[src/rtl/gmii2xgmii.sv]
// GMII byte stream to 64-bit XGMII word packer. It inserts Start (FB), Error (FE),
// Terminate (FD) and Idle (07) control characters and counts terminated frames.
module gmii2xgmii #(
  parameter int CNT_W = 16
) (
  input  logic             xgmii_clk,
  input  logic             sys_rst_n,
  input  logic             gmii_dv,
  input  logic             gmii_en,
  input  logic             gmii_er,
  input  logic [7:0]       gmii_rxd,
  output logic             xgmii_wr_en,
  output logic [7:0]       xgmii_rxc,
  output logic [63:0]      xgmii_rxd,
  output logic             frame_end,
  output logic [CNT_W-1:0] frame_count,
  output logic             dbg_state
);

  // Handshake: a byte is consumed on every rising edge with gmii_dv=1 (no
  // backpressure). A word is valid on xgmii_rxc/xgmii_rxd only while
  // xgmii_wr_en=1, which lasts exactly one cycle.

  typedef enum logic {
    IDLE = 1'b0,
    DATA = 1'b1
  } state_t;

  state_t      state, state_nxt;
  logic [2:0]  col, col_nxt;
  logic [7:0]  acc_c, acc_c_nxt;
  logic [63:0] acc_d, acc_d_nxt;
  logic        emit;
  logic        term;

  assign dbg_state = state;

  always_comb begin
    state_nxt = state;
    col_nxt   = col;
    acc_c_nxt = acc_c;
    acc_d_nxt = acc_d;
    emit      = 1'b0;
    term      = 1'b0;
    if (gmii_dv) begin
      case (state)
        IDLE: begin
          // The first preamble byte is replaced by the Start character.
          if (gmii_en) begin
            acc_c_nxt[0]   = 1'b1;
            acc_d_nxt[7:0] = 8'hFB;
            col_nxt        = 3'd1;
            state_nxt      = DATA;
          end
        end
        DATA: begin
          if (gmii_en) begin
            acc_c_nxt[col]              = gmii_er;
            acc_d_nxt[{col, 3'b000} +: 8] = gmii_er ? 8'hFE : gmii_rxd;
            col_nxt                     = col + 3'd1;
            emit                        = (col == 3'd7);
          end else begin
            // Terminate in the current lane, pad the rest of the word with Idles.
            for (int k = 0; k < 8; k++) begin
              if (3'(k) == col) begin
                acc_c_nxt[k]         = 1'b1;
                acc_d_nxt[k*8 +: 8] = 8'hFD;
              end else if (3'(k) > col) begin
                acc_c_nxt[k]         = 1'b1;
                acc_d_nxt[k*8 +: 8] = 8'h07;
              end
            end
            emit      = 1'b1;
            term      = 1'b1;
            col_nxt   = 3'd0;
            state_nxt = IDLE;
          end
        end
        default: state_nxt = IDLE;
      endcase
    end
  end

  always_ff @(posedge xgmii_clk) begin
    if (!sys_rst_n) begin
      state       <= IDLE;
      col         <= 3'd0;
      acc_c       <= 8'hff;
      acc_d       <= 64'h0707070707070707;
      xgmii_wr_en <= 1'b0;
      frame_end   <= 1'b0;
      frame_count <= '0;
      xgmii_rxc   <= 8'hff;
      xgmii_rxd   <= 64'h0707070707070707;
    end else begin
      state       <= state_nxt;
      col         <= col_nxt;
      acc_c       <= acc_c_nxt;
      acc_d       <= acc_d_nxt;
      xgmii_wr_en <= emit;
      frame_end   <= term;
      if (emit) begin
        xgmii_rxc <= acc_c_nxt;
        xgmii_rxd <= acc_d_nxt;
      end
      if (term) frame_count <= frame_count + {{(CNT_W-1){1'b0}}, 1'b1};
    end
  end

endmodule
[config.mk]
export PLATFORM = sky130hd
export DESIGN_NAME = gmii2xgmii
export DESIGN_NICKNAME = d
export VERILOG_FILES = /design/src/rtl/gmii2xgmii.sv
export SDC_FILE = /design/constraint.sdc
export NUM_CORES = 1
export LEC_CHECK = 0
export CAP_MARGIN = 25
export CORE_MARGIN = 1.5
export CORE_UTILIZATION = 50
export CTS_CLUSTER_DIAMETER = 120
export DETAILED_ROUTE_END_ITERATION = 8
export PLACE_DENSITY = 0.72
export SLEW_MARGIN = 20
export SYNTH_ARGS = -nofsm -noshare
export SYNTH_HDL_FRONTEND = slang
export SYNTH_SLANG_ARGS = --single-unit
export TNS_END_PERCENT = 20
[constraint.sdc]
create_clock -name xgmii_clk -period 8.6 [get_ports xgmii_clk]
set_clock_uncertainty 0.15 [all_clocks]
set_input_delay 0.86 -clock xgmii_clk [delete_from_list [all_inputs] [get_ports xgmii_clk]]
set_output_delay 0.86 -clock xgmii_clk [all_outputs]
set_load 0.02 [all_outputs]
=== Yosys cells after proc, flatten, opt, wreduce, memory -nomap -nowiden ===
Cells that the tools add are included.

* Bitwise operators: 1
* Muxes and demuxes: 57
* Order comparisons: 10
* Multiply operators: 0
* Shift operators: 2
* Reductions and logical operators: 3
* Equality and inequality tests: 9
* $add $sub $neg: 3
* Div/mod/pow operators: 0

{| class="wikitable"
|+ Operator list
! cell !! number
|-
| two-way mux 8 bit || 20
|-
| two-way mux 64 bit || 2
|-
| bitwise mux 64 bit || 1
|-
| variable shift 8 x 8 -> 64 bit (first input constant) || 1
|-
| indexed part select 8 x 8 -> 64 bit || 1
|-
| two-way mux 56 bit || 1
|-
| two-way mux 1 bit || 25
|-
| adder 16 x 1 -> 16 bit (second input constant) || 1
|-
| one-hot mux 8 bit (2 select lines) || 1
|-
| == test 3 bit (first input constant) || 4
|-
| greater-than comparator 3 bit (first input constant) || 4
|-
| bitwise mux 8 bit || 1
|-
| negator 6 -> 8 bit || 1
|-
| two-way mux 7 bit || 1
|-
| == test 2 x 3 -> 1 bit (first input constant) || 2
|-
| greater-than comparator 1 x 3 -> 1 bit (first input constant) || 2
|-
| greater-than comparator 2 x 3 -> 1 bit (first input constant) || 2
|-
| two-way mux 3 bit || 2
|-
| one-hot mux 3 bit (2 select lines) || 1
|-
| < comparator 3 x 4 -> 1 bit (second input constant) || 1
|-
| adder 3 x 1 -> 3 bit (second input constant) || 1
|-
| demux 1 bit (select 3 bit) || 1
|-
| == test 1 x 3 -> 1 bit (first input constant) || 1
|-
| == test 3 bit (second input constant) || 1
|-
| other kinds (7) || 7
|}

* Bits in writable memories: 0
* ROM bits: 0
* Output and inout bits: 91
* Input bits: 13
* Latch bits: 0
* Memories: 0
* Register bits after elaboration: 166
* Word-level logic and storage cells: 94

=== Longest topological paths before layout ===
* Word-level depth: 8
* Mapped depth: 12

=== Least setup slack after synthesis ===
Ideal clock, no wire load.

* Kind: register to register
* From: register col[1]
* To: register xgmii_rxd[33]
* Setup slack: 5.514 ns
* Stages on the path, launching flop included: 12
* Arrival: 2.791 ns
* Required time: 8.305 ns
* Path buffers: 4
* Cell sequence: dfxtp_1 -> buf_2 -> clkbuf_1 -> buf_2 -> inv_1 -> ha_1 -> ha_1 -> buf_2 -> nor4b_1 -> nand2_1 -> o311ai_1 -> a41oi_1

* Longest elaborated chain between the ends: 6
* Elaborated cells between the ends (all ways): 15
* Those cells by class: add/sub (1); order compare (1); eq/ne (2); shift (2); mux (9)

{| class="wikitable"
|+ Ends and longest elaborated chain
! item !! RTL line !! text
|-
| start, declared || 30 || <nowiki>logic [2:0] col, col_nxt;</nowiki>
|-
| start signal, assigned || 97 || <nowiki>col <= col_nxt;</nowiki>
|-
| negator 6 -> 8 bit / greater-than comparator 3 bit (equally long branches) || 59, 68 ||
|-
| indexed part select 8 x 8 -> 64 bit, or another cell as far along || 59 || <nowiki>acc_d_nxt[{col, 3'b000} +: 8] = gmii_er ? 8'hFE : gmii_rxd;</nowiki>
|-
| bitwise mux 64 bit / two-way mux 8 bit (equally long branches) || 59, 65 ||
|-
| two-way mux 64 bit || 57 || <nowiki>if (gmii_en) begin</nowiki>
|-
| two-way mux 56 bit || 46 || <nowiki>case (state)</nowiki>
|-
| two-way mux 64 bit || 45 || <nowiki>if (gmii_dv) begin</nowiki>
|-
| end signal, assigned || 104 || <nowiki>xgmii_rxd <= acc_d_nxt;</nowiki>
|-
| end, declared || 14 || <nowiki>output logic [63:0] xgmii_rxd,</nowiki>
|}

Parallel ways exist; a longest one is shown, timed or not.
A chain may end at the register's enable or synchronous reset.

=== Final worst setup path ===
* From: register col[0]
* To: register xgmii_rxd[33]

The elaborated chain is that of the path after synthesis.

==> results.py <==
metrics = {
    "sta": {
        "fin_setup_tns_ns": 0,
        "setup_viol_count_final": 0,
        "tightest_slew_ns": 0.984,
        "min_period_ns": 3.63,
        "period_share_pct": 42.3,
        "drv_slew": 0,
        "fmax_mhz": 275,
        "slew_headroom_pct": 33.8,
        "finalHoldViolCount": 0,
        "rsz0062_at_grt": "no",
    },
    "run_status": {
        "status": "finished, final reports clean",
    },
    "logic_synthesis": {
        "synth-simple-area-share_pct": 18.5,
        "synth_compound_area_share_pct": 28.4,
        "syn_avg_cell_area_um2": 8.40,
        "yosys_most_used_dff": "dfxtp_1",
        "netlist_instances": 908,
        "synth_top_area_share_pct": 43.5,
        "synth_cell_types": 73,
        "yosys.area_share.xor_xnor_pct": 0.918,
        "synthMuxAreaShare_pct": 1.67,
        "synth_edf_count": 0,
        "syn-num-nets": 930,
        "yosysMostFrequentCell": "dfxtp_1",
        "synthTopCellsByArea": "dfxtp_1 (44%), o21ai_0 (6.6%), a21oi_1 (5.2%)",
        "yosys.area.top_type": "dfxtp_1",
        "syn_area_um2": 7630,
        "synth-adder-area-share_pct": 1.61,
        "synth-seq-cells": 166,
        "synth-warning-count": 0,
        "netlist_top_cells_count": "dfxtp_1 (166), o21ai_0 (100), a21oi_1 (80)",
        "seq_area_frac_synth_pct": 43.5,
        "async_flop_share_pct": 0,
        "synth_top_family_by_area": "compound AO/OA/AOI/OAI gates",
    },
    "global_routing": {
        "antenna_found_initial": 0,
        "grt_usage_pct": 28.1,
        "grt_pass1_wl_um": 35300,
        "grt_pass1_vias": 6580,
        "grt_max_degree": 91,
        "gr-total-overflow": 0,
    },
    "final_layout": {
        "num-fill-cells": 1287,
        "drive_gt1_share_pct": 8.22,
        "nets": 984,
        "area.growth.synth_to_final_pct": 20.5,
        "num_antenna_cells": 0,
    },
    "detailed_routing": {
        "vias": 7306,
        "drt_iter0_markers": 1161,
        "drt-total-wl_um": 22400,
        "ant_nets": 0,
        "drt-pass1-iter-count": 6,
        "drc": 0,
        "wire_per_inst_um": 19.4,
        "avgViaCountPerCell": 6.31,
    },
    "floorplan": {
        "num_io_pins": 104,
        "rows": 44,
        "die_w_um": 127,
        "die_area_um2": 16000,
        "fp.coreArea_um2": 14700,
        "start_util_pct": 51.9,
        "die_y_um": 127,
    },
    "cts": {
        "cts_buffer_depth": 2,
        "numCtsBuffers": 17,
        "cts_tree": "done",
        "clock_sinks": 166,
        "cts_max_level": 4,
        "post-cts-setup-buffers": 0,
        "cts_root_buf": "clkbuf_16",
        "cts.clk_slew.worst_paths_ns": 0.06,
        "hold_buffers": 0,
        "clk_latency_ns": 0.44,
        "cts_resized": 0,
    },
    "place": {
        "numPortBuffers": 103,
        "place.gp.congestion": 0.936,
        "hpwl_um": 14700,
    },
    "min_path": {
        "worst_hold_path_type": "reg2reg",
    },
    "power": {
        "finalPower_mw": 1.66,
        "p_per_area_nw_per_um2": 181,
        "irDropWorstVdd_mv": 0.141,
        "power_leakage_nw": 3.27,
    },
    "critical_path": {
        "crit_top_cell": "ha_1",
        "crit_path_end_kind": "flip-flop",
        "worst-path-buf-inv": 2,
        "start_kind": "flip-flop",
        "cp_top_family": "simple AND/OR/NAND/NOR gates",
        "cp_max_fo": 32,
        "crit_required_ns": 8.74,
        "worstPathArrival_ns": 3.78,
        "crit_type": "reg2reg",
        "path_cells": "buf_4, inv_1, ha_1, ha_1, nor4b_1, nand2_1, o311ai_1, a41oi_1",
        "max_stage_delay_ns": 0.71,
        "cp_slowest_cell": "nor4b_1",
    },
    "job": {
        "drv_cap": 0,
    },
}
[cells by family (layout without fill, tap and decap cells)]
logic type / after synthesis / in the layout
compound gates: 344 / 344
xor+xnor: 8 / 8
fa+ha+maj: 10 / 10
buf+inv: 96 / 161
flops: 166 / 166
mux: 12 / 12
simple gates: 272 / 272
[report_power, final]
group | internal, mW | switching (mW)
combinational | 0.0440 | 0.0936
clock | 0.428 | 0.310
sequential | 0.781 | 0.00647
[cells in the final DEF, fill, tap and decap left out, types with 4 or more instances in the layout]
cell and n:
clkinv_2 5, nand2b_1 9, o21ai_0 100, o2bb2ai_1 7, a22oi_1 4, or2_2 10, nor3_1 30, o31ai_1 22
buf_4 11, o221ai_1 4, inv_1 15, ha_1 9, and3_1 16, o22ai_1 11, and2_1 6, nor2_1 65
o21a_1 9, clkbuf_16 17, o221a_1 5, o211ai_1 9, a31oi_1 45, clkdlybuf4s50_1 101, nor4_1 8, dfxtp_1 166
xnor2_1 7, and2_0 4, a21oi_1 80, a211oi_1 4, mux2i_1 9, nor2b_1 6, nand4_1 4, a221o_1 5
or3_1 7, nand2_1 49, a31o_2 13, nand3_1 33
[path summary, 6_finish.rpt]
kind | start | to | slack, ns | cells past startpoint
worst max-delay path | col[0] | xgmii_rxd[33] | 4.97 | 8
worst min-delay path | xgmii_rxc[0] | xgmii_rxc[0] | 0.32 | 2
worst max register to register | col[0] | xgmii_rxd[33] | 4.97 | 8
worst min register to register | xgmii_rxc[0] | xgmii_rxc[0] | 0.32 | 2
[tightest hold or removal path, cell delays in order (launching register included)]
cell and delay, ns:
dfxtp_1 0.33, a21oi_1 0.05, o21ai_0 0.06
[stage by stage]
step           setup WS (ns)  hold WS, ns  cells  area (µm²)  util [%]
3_5_place_dp            4.69        0.310   1127        8640      58.8
6_report                4.97        0.319   1157        9200      62.6
3_3_place_gp            4.58        0.300   1126        8620      58.7
5_1_grt                 4.78        0.333   1157        9200      62.6
2_1_floorplan           5.51        0.289    908        7630         -
4_1_cts                 5.05        0.322   1157        9200      62.6
[registers in the layout, summed over array words and instances, names as in the netlist]
signal and flops:
acc_c 8, acc_d 64, col 3, dbg_state 1, frame_count 16, frame_end 1
xgmii_rxc 8, xgmii_rxd 64, xgmii_wr_en 1
[area by class of cell]
class                           count  area [µm²]  share of cell area [%]
Clock buffer                       20         447                    4.86
Clock inverter                     10         108                    1.17
Inverter                           16        60.1                   0.653
Multi-Input combinational cell    646        3910                    42.5
Sequential cell                   166        3320                    36.1
Tap cell                          184         230                    2.50
Timing Repair Buffer              115        1120                    12.2
[layer usage]
layer,up-vias,routed length [µm],global-route usage (%)
met5,-,0,0
met4,0,714,13.8
met3,50,1690,5.40
met2,336,10100,43.0
met1,3449,9850,38.0
li1,3471,-,-
No activity file was read; power rests on OpenSTA's default activity.
